### src/rtl/riscv_defs.sv
// Shared RV32I front-end definitions: address/word widths, the fetch buffer
// entry layout and the word-alignment helper.
package riscv_defs;
  localparam int NB_ADDR     = 32;
  localparam int NB_WORD     = 32;
  localparam int INSTR_BYTES = 4;

  localparam logic [NB_ADDR-1:0] RESET_PC_DEFAULT = 32'h0000_0000;

  typedef struct packed {
    logic [NB_ADDR-1:0] pc;
    logic [NB_WORD-1:0] instruction;
  } fetch_entry_t;

  function automatic logic [NB_ADDR-1:0] word_align(input logic [NB_ADDR-1:0] addr);
    return addr & ~NB_ADDR'(INSTR_BYTES - 1);
  endfunction
endpackage

### src/rtl/fetch_fifo.sv
// In-order FIFO of fetch entries; used both as the instruction buffer and as
// the request-address tag queue.
module fetch_fifo
  import riscv_defs::*;
#(
  parameter int DEPTH = 4
) (
  input  logic                   i_clock,
  input  logic                   i_reset,
  input  logic                   push,
  input  fetch_entry_t           push_data,
  input  logic                   pop,
  input  logic                   flush,
  output fetch_entry_t           head,
  output logic [$clog2(DEPTH):0] count
);
  localparam int AW = $clog2(DEPTH);
  localparam int CW = AW + 1;

  fetch_entry_t    mem [DEPTH];
  logic [AW-1:0]   rd_ptr;
  logic [AW-1:0]   wr_ptr;
  logic            do_push;
  logic            do_pop;

  assign do_pop  = pop && (count != '0);
  // A push into a full FIFO is only taken when the head leaves the same cycle.
  assign do_push = push && ((count != CW'(DEPTH)) || do_pop);
  assign head    = mem[rd_ptr];

  always_ff @(posedge i_clock or negedge i_reset) begin
    if (!i_reset) begin
      rd_ptr <= '0;
      wr_ptr <= '0;
      count  <= '0;
      for (int i = 0; i < DEPTH; i++) mem[i] <= '0;
    end else if (flush) begin
      rd_ptr <= '0;
      wr_ptr <= '0;
      count  <= '0;
    end else begin
      if (do_push) begin
        mem[wr_ptr] <= push_data;
        wr_ptr      <= wr_ptr + AW'(1);
      end
      if (do_pop) rd_ptr <= rd_ptr + AW'(1);
      count <= count + CW'(do_push) - CW'(do_pop);
    end
  end
endmodule

### src/rtl/ifetch.sv
// RV32I instruction fetch: owns the PC, issues credit-limited word requests,
// buffers in-order returns and hands {pc, instruction} to decode.
module ifetch
  import riscv_defs::*;
#(
  parameter logic [NB_ADDR-1:0] RESET_PC = RESET_PC_DEFAULT,
  parameter int                 DEPTH    = 4
) (
  input  logic               i_clock,
  input  logic               i_reset,
  output logic               o_imem_req_valid,
  input  logic               i_imem_req_ready,
  output logic [NB_ADDR-1:0] o_imem_addr,
  input  logic               i_imem_rsp_valid,
  input  logic [NB_WORD-1:0] i_imem_rsp_data,
  input  logic               i_redirect,
  input  logic [NB_ADDR-1:0] i_redirect_pc,
  output logic               o_valid,
  input  logic               i_ready,
  output logic [NB_WORD-1:0] o_instruction,
  output logic [NB_ADDR-1:0] o_pc,
  output logic [NB_ADDR-1:0] o_pc_plus4
);
  localparam int CW = $clog2(DEPTH) + 1;

  localparam logic [0:0] ST_BOOT = 1'b0;
  localparam logic [0:0] ST_RUN  = 1'b1;

  logic [0:0]         state;
  logic [NB_ADDR-1:0] fetch_pc;
  logic [CW-1:0]      outstanding;
  logic [CW-1:0]      drop_cnt;
  logic [CW-1:0]      occ;
  logic [CW:0]        credit_use;
  logic               req_fire;
  logic               deq_fire;
  logic               rsp_keep;
  fetch_entry_t       tag_entry;
  fetch_entry_t       tag_head;
  fetch_entry_t       rsp_entry;
  fetch_entry_t       data_head;

  assign o_valid    = (occ != '0);
  assign deq_fire   = o_valid & i_ready;
  // Credit counts buffered plus in-flight entries; a same-cycle dequeue frees a slot.
  assign credit_use = {1'b0, occ} + {1'b0, outstanding} - (CW+1)'(deq_fire);
  assign o_imem_req_valid = (state == ST_RUN) && (credit_use < (CW+1)'(DEPTH));
  assign o_imem_addr      = fetch_pc;
  assign req_fire         = o_imem_req_valid & i_imem_req_ready;
  assign rsp_keep         = i_imem_rsp_valid && (drop_cnt == '0) && !i_redirect;

  assign tag_entry = '{pc: fetch_pc, instruction: '0};

  always_comb begin
    rsp_entry             = tag_head;
    rsp_entry.instruction = i_imem_rsp_data;
  end

  // The tag queue depth doubles as the outstanding-request counter.
  fetch_fifo #(.DEPTH(DEPTH)) u_tag_q (
    .i_clock   (i_clock),
    .i_reset   (i_reset),
    .push      (req_fire),
    .push_data (tag_entry),
    .pop       (i_imem_rsp_valid),
    .flush     (1'b0),
    .head      (tag_head),
    .count     (outstanding)
  );

  fetch_fifo #(.DEPTH(DEPTH)) u_buf (
    .i_clock   (i_clock),
    .i_reset   (i_reset),
    .push      (rsp_keep),
    .push_data (rsp_entry),
    .pop       (deq_fire),
    .flush     (i_redirect),
    .head      (data_head),
    .count     (occ)
  );

  assign o_instruction = data_head.instruction;
  assign o_pc          = data_head.pc;
  assign o_pc_plus4    = data_head.pc + NB_ADDR'(INSTR_BYTES);

  always_ff @(posedge i_clock or negedge i_reset) begin
    if (!i_reset) begin
      state    <= ST_BOOT;
      fetch_pc <= word_align(RESET_PC);
      drop_cnt <= '0;
    end else begin
      state <= ST_RUN;
      if (i_redirect) begin
        fetch_pc <= word_align(i_redirect_pc);
        // Everything still in flight after this cycle belongs to the old path.
        drop_cnt <= outstanding + CW'(req_fire) - CW'(i_imem_rsp_valid);
      end else begin
        if (req_fire) fetch_pc <= fetch_pc + NB_ADDR'(INSTR_BYTES);
        if (i_imem_rsp_valid && (drop_cnt != '0)) drop_cnt <= drop_cnt - CW'(1);
      end
    end
  end
endmodule

### config.mk
export PLATFORM = sky130hd
export DESIGN_NAME = ifetch
export DESIGN_NICKNAME = d
export VERILOG_FILES = /design/src/rtl/riscv_defs.sv /design/src/rtl/fetch_fifo.sv /design/src/rtl/ifetch.sv
export SDC_FILE = /design/constraint.sdc
export NUM_CORES = 1
export LEC_CHECK = 0
export ABC_AREA = 1
export BUFFER_PORTS_ARGS = -buffer_cell sky130_fd_sc_hd__buf_2
export CORE_AREA = 5 5 261 263
export CTS_CLUSTER_SIZE = 12
export DETAILED_ROUTE_END_ITERATION = 8
export DIE_AREA = 0 0 266 268
export PLACE_DENSITY_LB_ADDON = 0.3
export REMOVE_ABC_BUFFERS = 1
export SYNTH_ARGS = -nofsm -noshare
export SYNTH_HDL_FRONTEND = slang
export SYNTH_HIERARCHICAL = 1
export SYNTH_SLANG_ARGS = --single-unit
### constraint.sdc
create_clock -name i_clock -period 4.1 [get_ports i_clock]
set_input_delay 0.41 -clock i_clock [delete_from_list [all_inputs] [get_ports i_clock]]
set_output_delay 0.41 -clock i_clock [all_outputs]
set_load 0.02 [all_outputs]
==> flow_metrics.py, run 1 <==
metrics = {
    "outcome": {
        "outcome": "finished clean",
    },
    "logic_synthesis": {
        "syn_area_um2": 23100,
        "ys_warn_count": 6,
        "syn_inst": 2993,
        "syn_area_per_cell_um2": 7.73,
    },
    "final_layout": {
        "syn_to_final_growth_pct": 13.5,
        "final_util_pct": 40.2,
        "nNetsFinal": 3147,
        "layout.cells.most_common": "nand2_1",
        "diodes": 0,
        "final-instance-count-excl-fill": 3949,
        "drive_gt1_share_pct": 13.1,
        "final_cell_mix": "1013 x nand2_1, 429 x dfrtp_1, 395 x nand4_1",
        "fillers": 6872,
        "regArea_um2": 10800,
        "multiInputGateArea_um2": 10700,
    },
    "job": {
        "cap_violations": 0,
    },
    "floorplan": {
        "fp.dieH_um": 268,
        "die_w_um": 266,
        "rows": 94,
        "core-area_um2": 65400,
        "start_util_pct": 35.4,
        "die_area_um2": 71300,
        "boundaryPins": 200,
    },
    "route": {
        "drtIter0Drc": 2157,
        "drc_errors": 0,
        "wl_per_cell_um": 19.2,
        "first_pass_iters": 6,
        "vias": 21600,
        "routed_wl_um": 75900,
        "postRouteAntennaNets": 0,
        "via_per_inst": 5.46,
    },
    "pwr": {
        "p_leak_nw": 13.7,
        "p_total_mw": 15.3,
        "power.density_nw_per_um2": 583,
        "ir_drop_mv": 0.306,
    },
    "clock_network": {
        "cts_sinks": 432,
        "cts_tree": "done",
        "clkTransAtPathRegs_ns": 0.06,
        "clk_path_buf_depth": 3,
        "numCtsBuffers": 49,
        "clk_latency_ns": 0.59,
        "htreeDepth": 2,
        "clock-root-buffer": "clkbuf_16",
        "post-cts-setup-buffer-count": 0,
    },
    "worst_setup_path": {
        "worstPathRequired_ns": 3.69,
        "path_class": "flip-flop to output port",
        "worstPathArrival_ns": 3.49,
        "cp_max_fo": 50,
        "crit_path_start_kind": "flip-flop",
        "cp-end-kind": "output port",
    },
    "sta": {
        "finClkSkew_ns": 0.0205,
        "fin_crit_sh_pct": 95.0,
        "setup_ws_ns": 0.204,
        "rsz0062_at_grt": "false",
        "maxSlewHeadroom_pct": 12.9,
        "worstMarginPinSlew_ns": 1.31,
        "hold_viol": 0,
        "setup_viol": 0,
        "fmax_mhz": 257,
        "min_period_ns": 3.90,
        "report.final.slew_viol_count": 0,
        "hold_slack_ns": 0.0259,
    },
    "placed_design": {
        "place_ws_ns": 0.658,
        "gp_congestion": 0.827,
        "hpwl_um": 44100,
        "io_buffers": 195,
        "dp_cells": 3862,
    },
    "min_path": {
        "hold_path.class": "primary input to flip-flop",
    },
    "grt": {
        "grt_max_degree": 209,
        "first_global_vias": 20500,
        "antenna_found_initial": 0,
        "track_usage_pct": 20.5,
        "grt-ovfl-total": 0,
        "grt_pass1_wl_um": 119000,
    },
}
[power breakdown]
group	internal [mW]	switching [mW]	total (mW)
clock	2.59	1.80	4.40
sequential	5.00	0.712	5.71
combinational	1.55	3.65	5.20
total	9.14	6.17	15.3
[per-stage QoR]
stage	TNS (ns)	cell area, um^2
after floorplan	-518.73	21800
after detailed placement	0	24600
after global routing	0	26300
after global placement	0	24600
after CTS	0	26200
final	0	26300
[sequential cells by signal (all words and copies together) (netlist names)]
signal	cells
u_buf/mem	256
u_tag_q/mem	128
o_imem_addr	30
drop_cnt	3
u_buf/count	3
u_tag_q/count	3
u_buf/rd_ptr	2
u_buf/wr_ptr	2
u_tag_q/rd_ptr	2
u_tag_q/wr_ptr	2
state	1
[routing by layer]
metal,track usage [%],up-vias,wire [um]
met4,4.70,0,1330
li1,-,10200,-
met5,0,-,0
met2,32.9,797,35400
met1,30.1,10500,34100
met3,2.35,93,5130
[cell type report]
type	instances	area share, %
Clock buffer	78	5.82
Clock inverter	7	0.252
Inverter	92	1.38
Multi-Input combinational cell	2209	40.8
Sequential cell	432	41.2
Tap cell	864	4.12
Timing Repair Buffer	267	6.45
[critical path, stage by stage, from the launching register on]
cell	delay (ns)
dfrtp_4	0.57
inv_8	0.21
buf_12	0.27
o21ai_0	0.11
o22ai_1	0.31
nand2_1	0.13
nor2_1	0.14
nand2_1	0.09
nor4_1	0.36
xor2_1	0.43
buf_2	0.26
[worst paths after layout]
| path | slack, ns | depth (start not counted) | to | start |
|---|---|---|---|---|
| min | 0.03 | 3 | o_imem_addr[21]$_DFFE_PN0N_ | i_redirect_pc[21] |
| max in group asynchronous | 2.58 | 3 | u_buf/mem[49]$_DFFE_PN0P_ | i_reset |
| max reg2reg | 0.67 | 19 | u_tag_q/mem[50]$_DFFE_PN0P_ | u_buf/count[1]$_DFF_PN0_ |
| max | 0.20 | 10 | o_pc_plus4[25] | u_buf/rd_ptr[0]$_DFFE_PN0P_ |
| min in group asynchronous | 0.49 | 2 | u_buf/mem[64]$_DFFE_PN0P_ | i_reset |
| min reg2reg | 0.47 | 2 | u_tag_q/mem[168]$_DFFE_PN0P_ | u_tag_q/mem[168]$_DFFE_PN0P_ |
[repair_timing]
item / 4_1_cts / 5_1_grt
hold buffers: 1 / 0
cloned: 0 / 1
endpoints found under the hold margin: 101 / 0
gates resized for setup: 1 / 8
setup endpoints to repair: 1 / 8
(Power assumes the default switching activity.)
==> run 2: changes to the inputs <==
--- a/config.mk
+++ b/config.mk
@@ -6,7 +6,7 @@
 export NUM_CORES = 1
 export LEC_CHECK = 0
 export ABC_AREA = 1
-export BUFFER_PORTS_ARGS = -buffer_cell sky130_fd_sc_hd__buf_2
+export BUFFER_PORTS_ARGS = -buffer_cell sky130_fd_sc_hd__buf_4
 export CORE_AREA = 5 5 261 263
 export CTS_CLUSTER_SIZE = 12
 export DETAILED_ROUTE_END_ITERATION = 8
==> flow_metrics.py, run 2 (synthesis results as in run 1) <==
metrics = {
    "worst_setup_path": {
        "path_class": "flip-flop to output port",
        "r2r_slack_ns": 0.62,
        "cp_max_fo": 24,
        "max_stage_delay_ns": 0.50,
        "cp-end-kind": "output port",
        "crit_chain": "inv_4, buf_4, o21ai_0, o22ai_1, nand2_1, nor2_1, nand2_1, nor4_1, xor2_1, buf_4",
        "worstPathArrival_ns": 3.54,
        "critical_path_buf_inv_count": 3,
        "slowest_stage": "dfrtp_4",
        "worstPathRequired_ns": 3.69,
        "critical-path-top-delay-family": "simple AND/OR/NAND/NOR gates",
        "crit_path_start_kind": "flip-flop",
    },
    "final_layout": {
        "final_cell_mix": "1013 x nand2_1, 430 x dfrtp_1, 395 x nand4_1",
        "drive_gt1_share_pct": 13.2,
        "syn_to_final_growth_pct": 16.2,
        "final_util_pct": 41.1,
        "top_register": "u_buf/mem",
        "diodes": 0,
        "layout.cells.most_common": "nand2_1",
        "nNetsFinal": 3149,
        "final-instance-count-excl-fill": 3956,
        "largest_reg_flops": 256,
        "fillers": 6776,
    },
    "route": {
        "first_pass_iters": 6,
        "vias": 21500,
        "postRouteAntennaNets": 0,
        "routed_wl_um": 75800,
        "drc_errors": 0,
        "via_per_inst": 5.43,
        "drtIter0Drc": 2184,
        "wl_per_cell_um": 19.2,
    },
    "sta": {
        "maxSlewHeadroom_pct": 27.8,
        "setup_tns_ns": 0,
        "setup_ws_ns": 0.152,
        "worstMarginPinSlew_ns": 1.08,
        "hold_viol": 0,
        "min_period_ns": 3.95,
        "fmax_mhz": 253,
        "finClkSkew_ns": 0.0283,
        "setup_viol": 0,
        "rsz0062_at_grt": "false",
        "fin_crit_sh_pct": 96.3,
        "report.final.slew_viol_count": 0,
    },
    "grt": {
        "grt_max_degree": 200,
        "first_global_vias": 20400,
        "grt-ovfl-total": 0,
        "grt_pass1_wl_um": 119000,
        "track_usage_pct": 20.3,
        "antenna_found_initial": 0,
    },
    "pwr": {
        "power.density_nw_per_um2": 588,
        "ir_drop_mv": 0.323,
        "p_total_mw": 15.8,
        "p_leak_nw": 13.9,
    },
    "floorplan": {
        "die_w_um": 266,
        "rows": 94,
        "fp.dieH_um": 268,
        "start_util_pct": 35.4,
        "boundaryPins": 200,
        "die_area_um2": 71300,
        "core-area_um2": 65400,
    },
    "placed_design": {
        "gp_congestion": 0.876,
        "hpwl_um": 44000,
        "dp_cells": 3865,
        "place_ws_ns": 0.556,
        "io_buffers": 195,
    },
    "clock_network": {
        "cts_sinks": 432,
        "clk_path_buf_depth": 3,
        "clk_latency_ns": 0.60,
        "cts_tree": "done",
        "clock-root-buffer": "clkbuf_16",
        "htreeDepth": 2,
        "numCtsBuffers": 49,
        "clkTransAtPathRegs_ns": 0.06,
    },
    "min_path": {
        "hold_path.class": "primary input to flip-flop",
    },
    "job": {
        "cap_violations": 0,
    },
    "outcome": {
        "outcome": "finished clean",
    },
}
[run 2: cell types whose count changed in the layout (fill, tap and decap cells not counted), moves of 2 or more]
cell,before,now
buf_12,10,20
o22ai_2,2,0
clkinv_2,5,9
clkinv_4,0,2
buf_2,194,0
clkbuf_16,52,50
buf_4,58,247
bufinv_16,1,3
o22ai_1,94,96
clkbuf_8,15,12
inv_8,2,0
[run 2: what timing repair did]
| item | 4_1_cts | 5_1_grt |
|---|---|---|
| endpoints found under the hold margin | 91 | 0 |
| setup buffers | 0 | 0 |
| endpoints found under the setup margin | 0 | 5 |
| hold buffers | 1 | 0 |
| resized for setup | 0 | 2 |
[run 2: per-layer routing]
layer	part of all wire [%]	routed length [um]	up-vias	track usage, %
met3	6.4	4890	81	2.82
met5	0	0	-	0
met1	46	34600	10400	29.8
met4	1.7	1320	0	4.52
li1	-	-	10200	-
met2	46	35000	781	32.4
[run 2: power breakdown]
group / total, mW / switching [mW] / leakage [nW] / internal, mW
sequential: 5.68 / 0.678 / 5.88 / 5.00
clock: 4.51 / 1.86 / 0.806 / 2.65
combinational: 5.62 / 3.73 / 7.22 / 1.90
total: 15.8 / 6.27 / 13.9 / 9.54
[run 2: final timing paths]
path,from,end,cells after the start
max reg2reg,u_buf/count[1]$_DFF_PN0_,drop_cnt[2]$_DFFE_PN0P_,19
max,u_buf/rd_ptr[0]$_DFFE_PN0P_,o_pc_plus4[25],10
max in group asynchronous,i_reset,u_buf/mem[245]$_DFFE_PN0P_,3
min in group asynchronous,i_reset,u_buf/mem[5]$_DFFE_PN0P_,2
min,i_redirect_pc[29],o_imem_addr[29]$_DFFE_PN0N_,3
min reg2reg,u_buf/mem[130]$_DFFE_PN0P_,u_buf/mem[130]$_DFFE_PN0P_,2
[run 2: cell type report]
cell class,count,area (um^2),area share [%]
clock buffer,74,1460,5.44
clock inverter,16,179,0.666
inverter,92,354,1.32
multi-input combinational,2209,10700,39.8
sequential,432,10800,40.2
tap,864,1080,4.02
timing repair buffer,269,2280,8.48
[run 2: through the flow]
step                hold WS (ns)  instance area [um^2]
floorplan                  0.114                 21800
finish                    0.0326                 26900
global route              0.0334                 26900
CTS                      0.00203                 26900
detailed placement         0.460                 25200
global placement           0.457                 25200
[run 2: worst register-to-register path, cell delays in order (launching register included)]
cell,delay (ns)
dfrtp_1,0.46
inv_1,0.09
nand3_1,0.10
and2_1,0.20
ha_1,0.17
inv_1,0.04
ha_1,0.28
nand3_1,0.09
nand3_1,0.08
nand2_1,0.05
nor2_1,0.14
nand3_2,0.12
buf_4,0.22
ha_1,0.29
inv_1,0.04
ha_1,0.18
fa_1,0.37
xor2_1,0.17
o211ai_1,0.15
o21ai_0,0.10
